`src/rtl/text_vram_arbiter.sv`:
```
// rtl/text_vram_arbiter.sv - char RAM arbiter: display fetch slots win, CPU gets req/ack access in between
module text_vram_arbiter #(
   parameter int COLS        = 80,
   parameter int ROWS        = 30,
   parameter int FETCH_PHASE = 0,
   parameter int ADDR_W      = 12,
   parameter int DATA_W      = 8
) (
   input  logic              clk_i,
   input  logic              rst_n_i,
   input  logic [9:0]        dot_counter_i,
   input  logic [8:0]        scanline_counter_i,
   input  logic              cpu_req_i,
   input  logic              cpu_we_i,
   input  logic [ADDR_W-1:0] cpu_addr_i,
   input  logic [DATA_W-1:0] cpu_wdata_i,
   output logic              cpu_ack_o,
   output logic [DATA_W-1:0] cpu_rdata_o,
   output logic              ram_en_o,
   output logic              ram_we_o,
   output logic [ADDR_W-1:0] ram_addr_o,
   output logic [DATA_W-1:0] ram_wdata_o,
   input  logic [DATA_W-1:0] ram_rdata_i,
   output logic [DATA_W-1:0] char_code_o,
   output logic              char_valid_o
);

   typedef enum logic [1:0] {S_IDLE, S_WAIT, S_ACK} state_e;

   localparam logic [2:0]      PHASE = 3'(FETCH_PHASE);
   localparam logic [ADDR_W:0] CELLS = (ADDR_W+1)'(COLS * ROWS);

   state_e            state_q, state_d;
   logic              fetch_q;
   logic              char_valid_q;
   logic [DATA_W-1:0] char_code_q;
   logic [DATA_W-1:0] cpu_rdata_q;
   logic              rd_ok_q, rd_ok_d;

   logic              slot;
   logic              grant;
   logic              in_range;
   logic [4:0]        row;
   logic [6:0]        col;
   logic [ADDR_W-1:0] disp_addr;

   assign slot     = (dot_counter_i[2:0] == PHASE);
   assign in_range = ({1'b0, cpu_addr_i} < CELLS);
   assign row      = scanline_counter_i[8:4];
   assign col      = dot_counter_i[9:3];
   // row*80 built from two shifts
   assign disp_addr = ADDR_W'({row, 6'b0}) + ADDR_W'({row, 4'b0}) + ADDR_W'(col);

   always_comb begin
      state_d     = state_q;
      grant       = 1'b0;
      ram_en_o    = 1'b0;
      ram_we_o    = 1'b0;
      ram_addr_o  = disp_addr;
      ram_wdata_o = '0;
      case (state_q)
         S_IDLE: begin
            if (cpu_req_i && !slot) begin
               grant   = 1'b1;
               state_d = S_WAIT;
            end
         end
         S_WAIT:  state_d = S_ACK;
         S_ACK:   state_d = S_IDLE;
         default: state_d = S_IDLE;
      endcase
      rd_ok_d = grant && !cpu_we_i && in_range;
      if (slot) begin
         ram_en_o = 1'b1;
      end else if (grant) begin
         ram_en_o    = in_range;
         ram_we_o    = cpu_we_i && in_range;
         ram_addr_o  = cpu_addr_i;
         ram_wdata_o = cpu_wdata_i;
      end
      // RAM stays quiet for the whole time reset is held
      if (!rst_n_i) begin
         ram_en_o    = 1'b0;
         ram_we_o    = 1'b0;
         ram_addr_o  = '0;
         ram_wdata_o = '0;
      end
   end

   always_ff @(posedge clk_i or negedge rst_n_i) begin
      if (!rst_n_i) begin
         state_q      <= S_IDLE;
         fetch_q      <= 1'b0;
         char_valid_q <= 1'b0;
         char_code_q  <= '0;
         cpu_rdata_q  <= '0;
         rd_ok_q      <= 1'b0;
      end else begin
         state_q      <= state_d;
         fetch_q      <= slot;
         char_valid_q <= fetch_q;
         rd_ok_q      <= rd_ok_d;
         if (fetch_q) begin
            char_code_q <= ram_rdata_i;
         end
         if (state_q == S_WAIT) begin
            cpu_rdata_q <= rd_ok_q ? ram_rdata_i : '0;
         end
      end
   end

   assign cpu_ack_o    = (state_q == S_ACK);
   assign cpu_rdata_o  = cpu_rdata_q;
   assign char_code_o  = char_code_q;
   assign char_valid_o = char_valid_q;

endmodule

```
`config.mk`:
```
export PLATFORM = sky130hd
export DESIGN_NAME = text_vram_arbiter
export DESIGN_NICKNAME = d
export VERILOG_FILES = /design/src/rtl/text_vram_arbiter.sv
export SDC_FILE = /design/constraint.sdc
export NUM_CORES = 1
export LEC_CHECK = 0
export CORE_ASPECT_RATIO = 1.25
export CORE_MARGIN = 2
export CORE_UTILIZATION = 38
export DETAILED_ROUTE_END_ITERATION = 8
export PLACE_DENSITY = 0.94
export SLEW_MARGIN = 10
export SYNTH_ARGS = -nofsm -noshare
export SYNTH_HDL_FRONTEND = slang
export SYNTH_SLANG_ARGS = --single-unit
```
`constraint.sdc`:
```
create_clock -name clk_i -period 6.1 [get_ports clk_i]
set_input_delay 1.22 -clock clk_i [delete_from_list [all_inputs] [get_ports clk_i]]
set_output_delay 1.22 -clock clk_i [all_outputs]
set_load 0.01 [all_outputs]
```
==> results of run 1 <==
==> layer usage <==
| layer | wire length, um | GRT usage (%) | up-vias |
|---|---|---|---|
| met3 | 222 | 2.01 | 4 |
| met1 | 1350 | 20.6 | 622 |
| li1 | - | - | 674 |
| met2 | 1870 | 34.1 | 59 |
| met5 | 0 | 0 | - |
| met4 | 44 | 6.72 | 0 |
==> placed cells by master, fill, tap and decap left out <==
| master | count |
|---|---|
| nand2b_1 | 3 |
| a21oi_1 | 3 |
| a21boi_0 | 8 |
| o21ai_0 | 10 |
| nor2_1 | 3 |
| nand2_1 | 36 |
| nor2b_1 | 2 |
| and3_1 | 10 |
| o31a_1 | 1 |
| inv_1 | 8 |
| nor3_1 | 1 |
| nand2_2 | 1 |
| buf_4 | 1 |
| xor2_1 | 1 |
| dfrtp_1 | 21 |
| or4b_4 | 1 |
| clkbuf_8 | 3 |
| mux2_2 | 8 |
| nor3_2 | 1 |
| and2_1 | 4 |
| a2111oi_0 | 1 |
| nand3_1 | 2 |
| fa_1 | 2 |
| xnor2_1 | 1 |
| nor4b_2 | 1 |
| o31ai_1 | 1 |
| o2111ai_1 | 1 |
| a21o_1 | 1 |
| clkinv_2 | 2 |
| clkdlybuf4s50_1 | 86 |
| o211a_1 | 1 |
| ha_1 | 9 |
==> state kept, by name (all words and copies together) (netlist names) <==
| register | cells |
|---|---|
| rd_ok_q | 1 |
| state_q | 2 |
| char_valid_o | 1 |
| char_code_o | 8 |
| fetch_q | 1 |
| cpu_rdata_o | 8 |
==> tightest hold or removal path: stages (launching register included) <==
cell     delay [ns]
dfrtp_1        0.34
nand2_1        0.04
o21ai_0        0.06
==> kinds of logic (layout without fill, tap and decap cells) <==
family          count (synthesis)  in the layout  share of synthesized area (%)
xor+xnor                        2              2                           1.29
fa+ha+maj                      11             11                           11.2
mux                             8              8                           6.62
compound gates                 27             27                           13.0
buf+inv                        17            100                           5.42
flops                          21             21                           38.6
simple gates                   65             65                           23.9
==> per-stage QoR <==
stage	instances	cell area (um^2)	power, uW	utilization [%]	worst slack (ns)
floorplan	151	1360	246	-	1.59
global placement	269	2240	341	64.9	0.625
detailed placement	269	2240	346	64.9	0.596
CTS	273	2290	435	66.2	0.576
global route	273	2290	456	66.2	0.396
finish	273	2290	429	66.2	0.599
==> power groups by stage <==
stage | sequential (uW) | clock, uW | combinational (uW)
final | 165 | 87.4 | 177
after global routing | 168 | 94.5 | 194
after CTS | 166 | 90.7 | 179
after global placement | 167 | 0 | 174
after floorplan | 173 | 0 | 73.0
after detailed placement | 168 | 0 | 178
==> worst max path at each step <==
stage | depth (start not counted) | to | startpoint | slack (ns)
2_1_floorplan | 9 | ram_addr_o[10] | dot_counter_i[9] | 1.59
3_3_place_gp | 11 | ram_addr_o[10] | dot_counter_i[9] | 0.63
3_5_place_dp | 11 | ram_addr_o[10] | scanline_counter_i[4] | 0.60
4_1_cts | 11 | ram_addr_o[10] | scanline_counter_i[4] | 0.58
5_1_grt | 11 | ram_addr_o[10] | dot_counter_i[9] | 0.40
6_report | 11 | ram_addr_o[10] | scanline_counter_i[4] | 0.60
==> cell type report <==
| class | instances | area [um^2] |
|---|---|---|
| Clock buffer | 3 | 41.3 |
| Multi-Input combinational cell | 113 | 762 |
| Timing Repair Buffer | 87 | 868 |
| Tap cell | 39 | 48.8 |
| Inverter | 9 | 35.0 |
| Fill cell | 274 | 1170 |
| Clock inverter | 1 | 5.00 |
| Sequential cell | 21 | 526 |
==> metrics.md, run 1 <==
| Metric | Value |
|---|---|
| Outcome | `finished clean` |
| Routed WL | `3.49 mm` |
| Post-Syn Instances | `151` |
| Reg2reg setup slack | `4.69 ns` |
| Die area | `4080 um^2` |
| Global route total overflow | `0` |
| Num CTS Buffers | `3` |
| Initial antenna violation count | `0` |
| Worst R2R Path Depth | `2` |
| Worst-Margin Slew | `0.833 ns` |
| Synthesized cell area | `1360 um^2` |
| GPL Wtd Cong | `0.762` |
| Htree depth | `1` |
| Slew Viols, Final | `0` |
| All-Layer GR Usage | `18.2%` |
| Starting Density | `39.4%` |
| Vias in the first global route | `1400` |
| Remaining antenna violation count after routing | `0` |
| Number of flops mapped to enable cells by yosys | `0` |
| Share of the clock period used by the worst path | `90.2%` |
| Top cell type by total area after synthesis | `dfrtp_1` |
| Clock-pin slew on the worst setup and hold paths | `0.07 ns` |
| Post-cts repair resize count | `0` |
| Mean Syn Cell Area | `9.02 um^2` |
| Final #Nets | `297` |
| CTS tree | `done` |
| Internal | `306 uW` |
| Setup Crit Path Kind | `in2out` |
| Prevailing post-synth register cell | `dfrtp_1` |
| Fin. Hold Viols | `0` |
| HPWL after DPL | `2.80 mm` |
| Min-delay src | `cpu_rdata_o[6]` |
| Residual DRC count | `0` |
| Hold buffers post-CTS | `0` |
| Largest net degree at the start of global routing | `28` |
| Post-CTS setup buffer count | `0` |
| Worst path bufs/invs | `4` |
| RR Endpoint | `state_q[0]` |
| Via/cell ratio | `4.98` |
| Clock buffer depth | `2` |
| Hold EP | `cpu_rdata_o[6]` |
| Rel. slew slack | `44.3%` |
| Worst-Skew Late Latency | `0.26 ns` |
| Vias | `1359` |
| Max Cap Violations | `0` |
| FP Rows | `24` |
| Drt initial violations | `46` |
| Top cell type's share of synthesized area | `38.6%` |
| Slowest cell on crit path | `fa_1` |
| First-pass GRT wire length | `6.02 mm` |
| N_diodes | `0` |
| Cell variety after synth | `33` |
| DRT Pass-1 Iters | `4` |
| I/O pins | `91` |
| WP data arrival | `4.28 ns` |
| Final setup violation count | `0` |
| Seq cells post-synth | `21` |
| Fmax | `0.182 GHz` |
| Root Buffer | `clkbuf_8` |
| RSZ-0062 raised after global routing | `no` |
| Final setup skew | `0.00149 ns` |
| Tmin final | `5.50 ns` |
| Sink Count | `21` |
| Routed len/inst | `12.8 um` |
| Combinational share of power | `41.1%` |
| CP peak stage delay | `0.57 ns` |
| FF-to-FF Start | `state_q[0]` |
| Critical path peak fanout | `2` |
| Crit-path leading delay family | `buffers and inverters` |
| Area contributors post-synth | `dfrtp_1 (39%), nand2_1 (9.9%), ha_1 (8.3%), mux2_2 (6.6%), and3_1 (4.6%)` |
| Flop pwr share | `38.5%` |
| Hold Path Class | `reg2reg` |
| Clock power frac | `20.4%` |
| Layout cell share with drive strength beyond 1 | `7.69%` |
| Top-count cell post-synth | `nand2_1` |
| Setup crit start kind | `primary input` |
| Synth Net Count | `213` |
| I/O Buffers | `86` |
| Lkg Pwr | `0.00101 uW` |
| Switching pwr | `124 uW` |
| Async SR Flop Fraction | `100%` |
| Area grow syn2layout | `67.9%` |
| Hold Crit Depth | `2` |
| CP cell instances | `clkdlybuf4s50_1, inv_1, fa_1, inv_1, ha_1, a21o_1, a2111oi_0, xnor2_1, nand2_1, a21boi_0, clkdlybuf4s50_1` |
| Critical Path End Type | `output pin` |
| Synth Warn # | `0` |
| Core area | `3450 um^2` |
| Switching share of power | `28.8%` |
| P per Cell Area | `188 nW/um^2` |
| Smallest hold slack | `0.479 ns` |
| Max IR drop VDD | `151 uV` |
| Req. time, crit path | `4.88 ns` |
| Setup TNS Final | `0 ns` |
| Die Ht | `70.9 um` |
| Die Wd | `57.5 um` |
| Register area share after synthesis | `38.6%` |
| Post-synth top cells | `nand2_1 (36), dfrtp_1 (21), and3_1 (10), o21ai_0 (10), ha_1 (9)` |
Power figures use the tool's default switching activity.
==> run 2: changes to the inputs <==
Settings changed: CTS_CLUSTER_DIAMETER from default to 120.
==> results of run 2 <==
No change in the layout: final DEF, timing and power equal those of run 1.
==> run 3: changes to the inputs <==
Settings changed: ABC_AREA from default to 1, CORE_UTILIZATION 38 to 62, DONT_BUFFER_PORTS from default to 1, PLACE_DENSITY 0.94 to 0.87.
==> run 3 against run 2 <==
Via count is 13% lower. Sequential share of layout area is 14 points higher. Utilization hardly changed. Largest power group is now registers. First-iteration DRC count is 28% lower. Synthesized cell count is 15% higher. Sequential cell count stayed put. Wire length is 15% lower. Clock power is 28% lower. Register-to-register slack better by 0.22 ns.
==> metrics.md, run 3 <==
| Metric | Value |
|---|---|
| Outcome | `finished clean` |
| Async SR Flop Fraction | `100%` |
| GRT busiest layer | `met2` |
| Vias in the first global route | `1159` |
| Most common cell after layout, fill and taps aside | `nand2_1` |
| Post-Place Setup Slack | `1.99 ns` |
| Layout cell share with drive strength beyond 1 | `13.2%` |
| First-pass GRT wire length | `4.62 mm` |
| Post-synth top cells | `nand2_1 (52), dfrtp_1 (21), inv_1 (16)` |
| Top cell type by total area after synthesis | `dfrtp_1` |
| Synth Warn # | `0` |
| Routed WL | `2.98 mm` |
| Fin. Hold Viols | `0` |
| Number of flops mapped to enable cells by yosys | `0` |
| Worst R2R Path Depth | `5` |
| Clock-pin slew on the worst setup and hold paths | `0.10 ns` |
| Register area share after synthesis | `38.2%` |
| Simple-Gate Fraction of Synth Area | `28.0%` |
| Setup crit start kind | `primary input` |
| GPL Wtd Cong | `0.858` |
| Area contributors post-synth | `dfrtp_1 (38%), nand2_1 (14%), ha_1 (8.2%), mux2_2 (6.5%), o21ai_0 (4.7%)` |
| GR Layer Usage met3 | `4.82%` |
| All-Layer GR Usage | `23.9%` |
| Synth Net Count | `235` |
| Largest net degree at the start of global routing | `27` |
| Residual DRC count | `0` |
| RR Endpoint | `rd_ok_q` |
| Lkg Pwr | `0.000750 uW` |
| Critical path peak fanout | `2` |
| Most frequent cells in the layout | `nand2_1 (52), dfrtp_1 (21), inv_1 (16), nor2_1 (14), o21ai_0 (13)` |
| Sink Count | `21` |
| Multi-input gate area | `761 um^2` |
| Post-Syn Instances | `173` |
| Critical Path End Type | `output pin` |
| HPWL after DPL | `2.46 mm` |
| Hold buffers post-CTS | `0` |
| Die Ht | `56.7 um` |
| Max Cap Violations | `0` |
| Routed len/inst | `15.3 um` |
| CTS tree | `done` |
| Fmax | `0.242 GHz` |
| RSZ-0062 raised after global routing | `no` |
| Proportion of synthesized area in mux cells | `6.55%` |
| Post-CTS setup buffer count | `0` |
| Final setup violation count | `0` |
| Setup TNS Final | `0 ns` |
| Post-route setup slack | `1.98 ns` |
| Starting Density | `64.3%` |
| Clock buffer depth | `2` |
| Mean Syn Cell Area | `7.96 um^2` |
| Critical path endpoint | `ram_addr_o[10]` |
| Global route total overflow | `0` |
| Reg area | `526 um^2` |
| Rel. slew slack | `73.7%` |
| Die area | `2610 um^2` |
| Hold Path Class | `reg2reg` |
| Combinational family with the most area after synthesis | `simple AND/OR/NAND/NOR gates` |
| Worst-Margin Slew | `0.391 ns` |
| Top cell type's share of synthesized area | `38.2%` |
| I/O Buffers | `0` |
| Req. time, crit path | `4.88 ns` |
| FF-to-FF Start | `state_q[1]` |
| Die Wd | `46.1 um` |
| Worst-Skew Late Latency | `0.30 ns` |
| Synth Area in Adders | `11.1%` |
| Root Buffer | `clkbuf_4` |
| GR Layer Usage met2 | `42.3%` |
| I/O pins | `91` |
| P per Cell Area | `231 nW/um^2` |
| Setup Crit Path Kind | `in2out` |
| Final #Nets | `237` |
| Reg2reg setup slack | `4.91 ns` |
| N_diodes | `0` |
| Seq cells post-synth | `21` |
| Remaining antenna violation count after routing | `0` |
| Xor-xnor portion of the synthesized cell area | `1.27%` |
| Num CTS Buffers | `3` |
| Core area | `2140 um^2` |
| Met1 Use GR | `24.4%` |
| Final setup skew | `0.0156 ns` |
| Fillers | `165` |
| Area grow syn2layout | `2.91%` |
| Share of the clock period used by the worst path | `67.6%` |
| FP Rows | `19` |
| DRT Pass-1 Iters | `4` |
| Synthesized cell area | `1380 um^2` |
| Slew Viols, Final | `0` |
| Final Non-Filler Cells | `195` |
| Max IR drop VDD | `130 uV` |
| DP Cell Count | `191` |
| Tmin final | `4.12 ns` |
| WP data arrival | `2.90 ns` |
| Initial antenna violation count | `0` |
| Post-cts repair resize count | `0` |
| Vias | `1189` |
| Top-count cell post-synth | `nand2_1` |
| Compound-gate portion of the synthesized area | `8.36%` |
| Prevailing post-synth register cell | `dfrtp_1` |
| Drt initial violations | `33` |
| Cell variety after synth | `23` |
| Via/cell ratio | `6.10` |
| Crit path from | `dot_counter_i[9]` |
| Htree depth | `1` |
## run 3: cell types whose count changed after synthesis, moves of 3 or more
cell,before,now
and2_1,4,0
o21ai_0,10,13
a21boi_0,8,0
and3_1,10,0
nand3_1,2,11
inv_1,8,16
clkbuf_1,5,0
a21oi_1,3,7
nand2b_1,3,0
nor2_2,0,3
nand2_1,36,52
o21ai_1,0,3
nor2_1,3,14
## run 3: final cells by class
type	instances	share of cell area, %
Clock buffer	3	1.59
Inverter	19	5.39
Clock inverter	1	0.353
Sequential cell	21	37.1
Multi-Input combinational cell	130	53.7
Tap cell	21	1.86
## run 3: worst min-delay path by stage
stage | start | endpoint | slack (ns) | cells after the start
detailed placement | char_code_o[4] | char_code_o[4] | 0.57 | 1
global placement | char_code_o[4] | char_code_o[4] | 0.56 | 1
CTS | rst_n_i | char_code_o[7] | 0.59 | 0
finish | char_code_o[4] | char_code_o[4] | 0.59 | 1
global route | rst_n_i | cpu_rdata_o[2] | 0.56 | 0
floorplan | fetch_q | char_valid_o | 0.35 | 0
## run 3: cells by family after synthesis
| logic type | after synthesis |
|---|---|
| AO/OA/AOI/OAI | 23 |
| XOR/XNOR | 2 |
| adder cells (fa/ha/maj) | 11 |
| buffers and inverters | 22 |
| flip-flops | 21 |
| multiplexers | 8 |
| AND/OR/NAND/NOR | 86 |
## run 3: report_power, final
group | switching [uW] | internal [uW]
Clock | 38.5 | 24.4
Sequential | 20.6 | 156
Combinational | 54.6 | 33.0
Total | 114 | 213
## run 3: through the flow
stage | utilization [%] | hold WS [ns] | total power [uW] | cell area, um^2
3_3_place_gp | 64.9 | 0.562 | 262 | 1390
4_1_cts | 66.2 | 0.587 | 331 | 1420
2_1_floorplan | - | 0.349 | 249 | 1380
6_report | 66.2 | 0.586 | 327 | 1420
3_5_place_dp | 64.9 | 0.569 | 267 | 1390
5_1_grt | 66.2 | 0.560 | 353 | 1420
## run 3: worst max-delay path, stage by stage
cell     delay (ns)
inv_1          0.04
fa_1           0.59
inv_1          0.07
ha_1           0.32
nand2_1        0.08
nor2_1         0.04
nand2_1        0.08
nand3_1        0.07
nand2_1        0.06
nand2_1        0.05
a21oi_1        0.28
## run 3: layer usage
metal,share of wire [%],wire [um]
met1,36,1070
met2,52,1550
met3,7.8,233
met4,4.1,123
met5,0,0
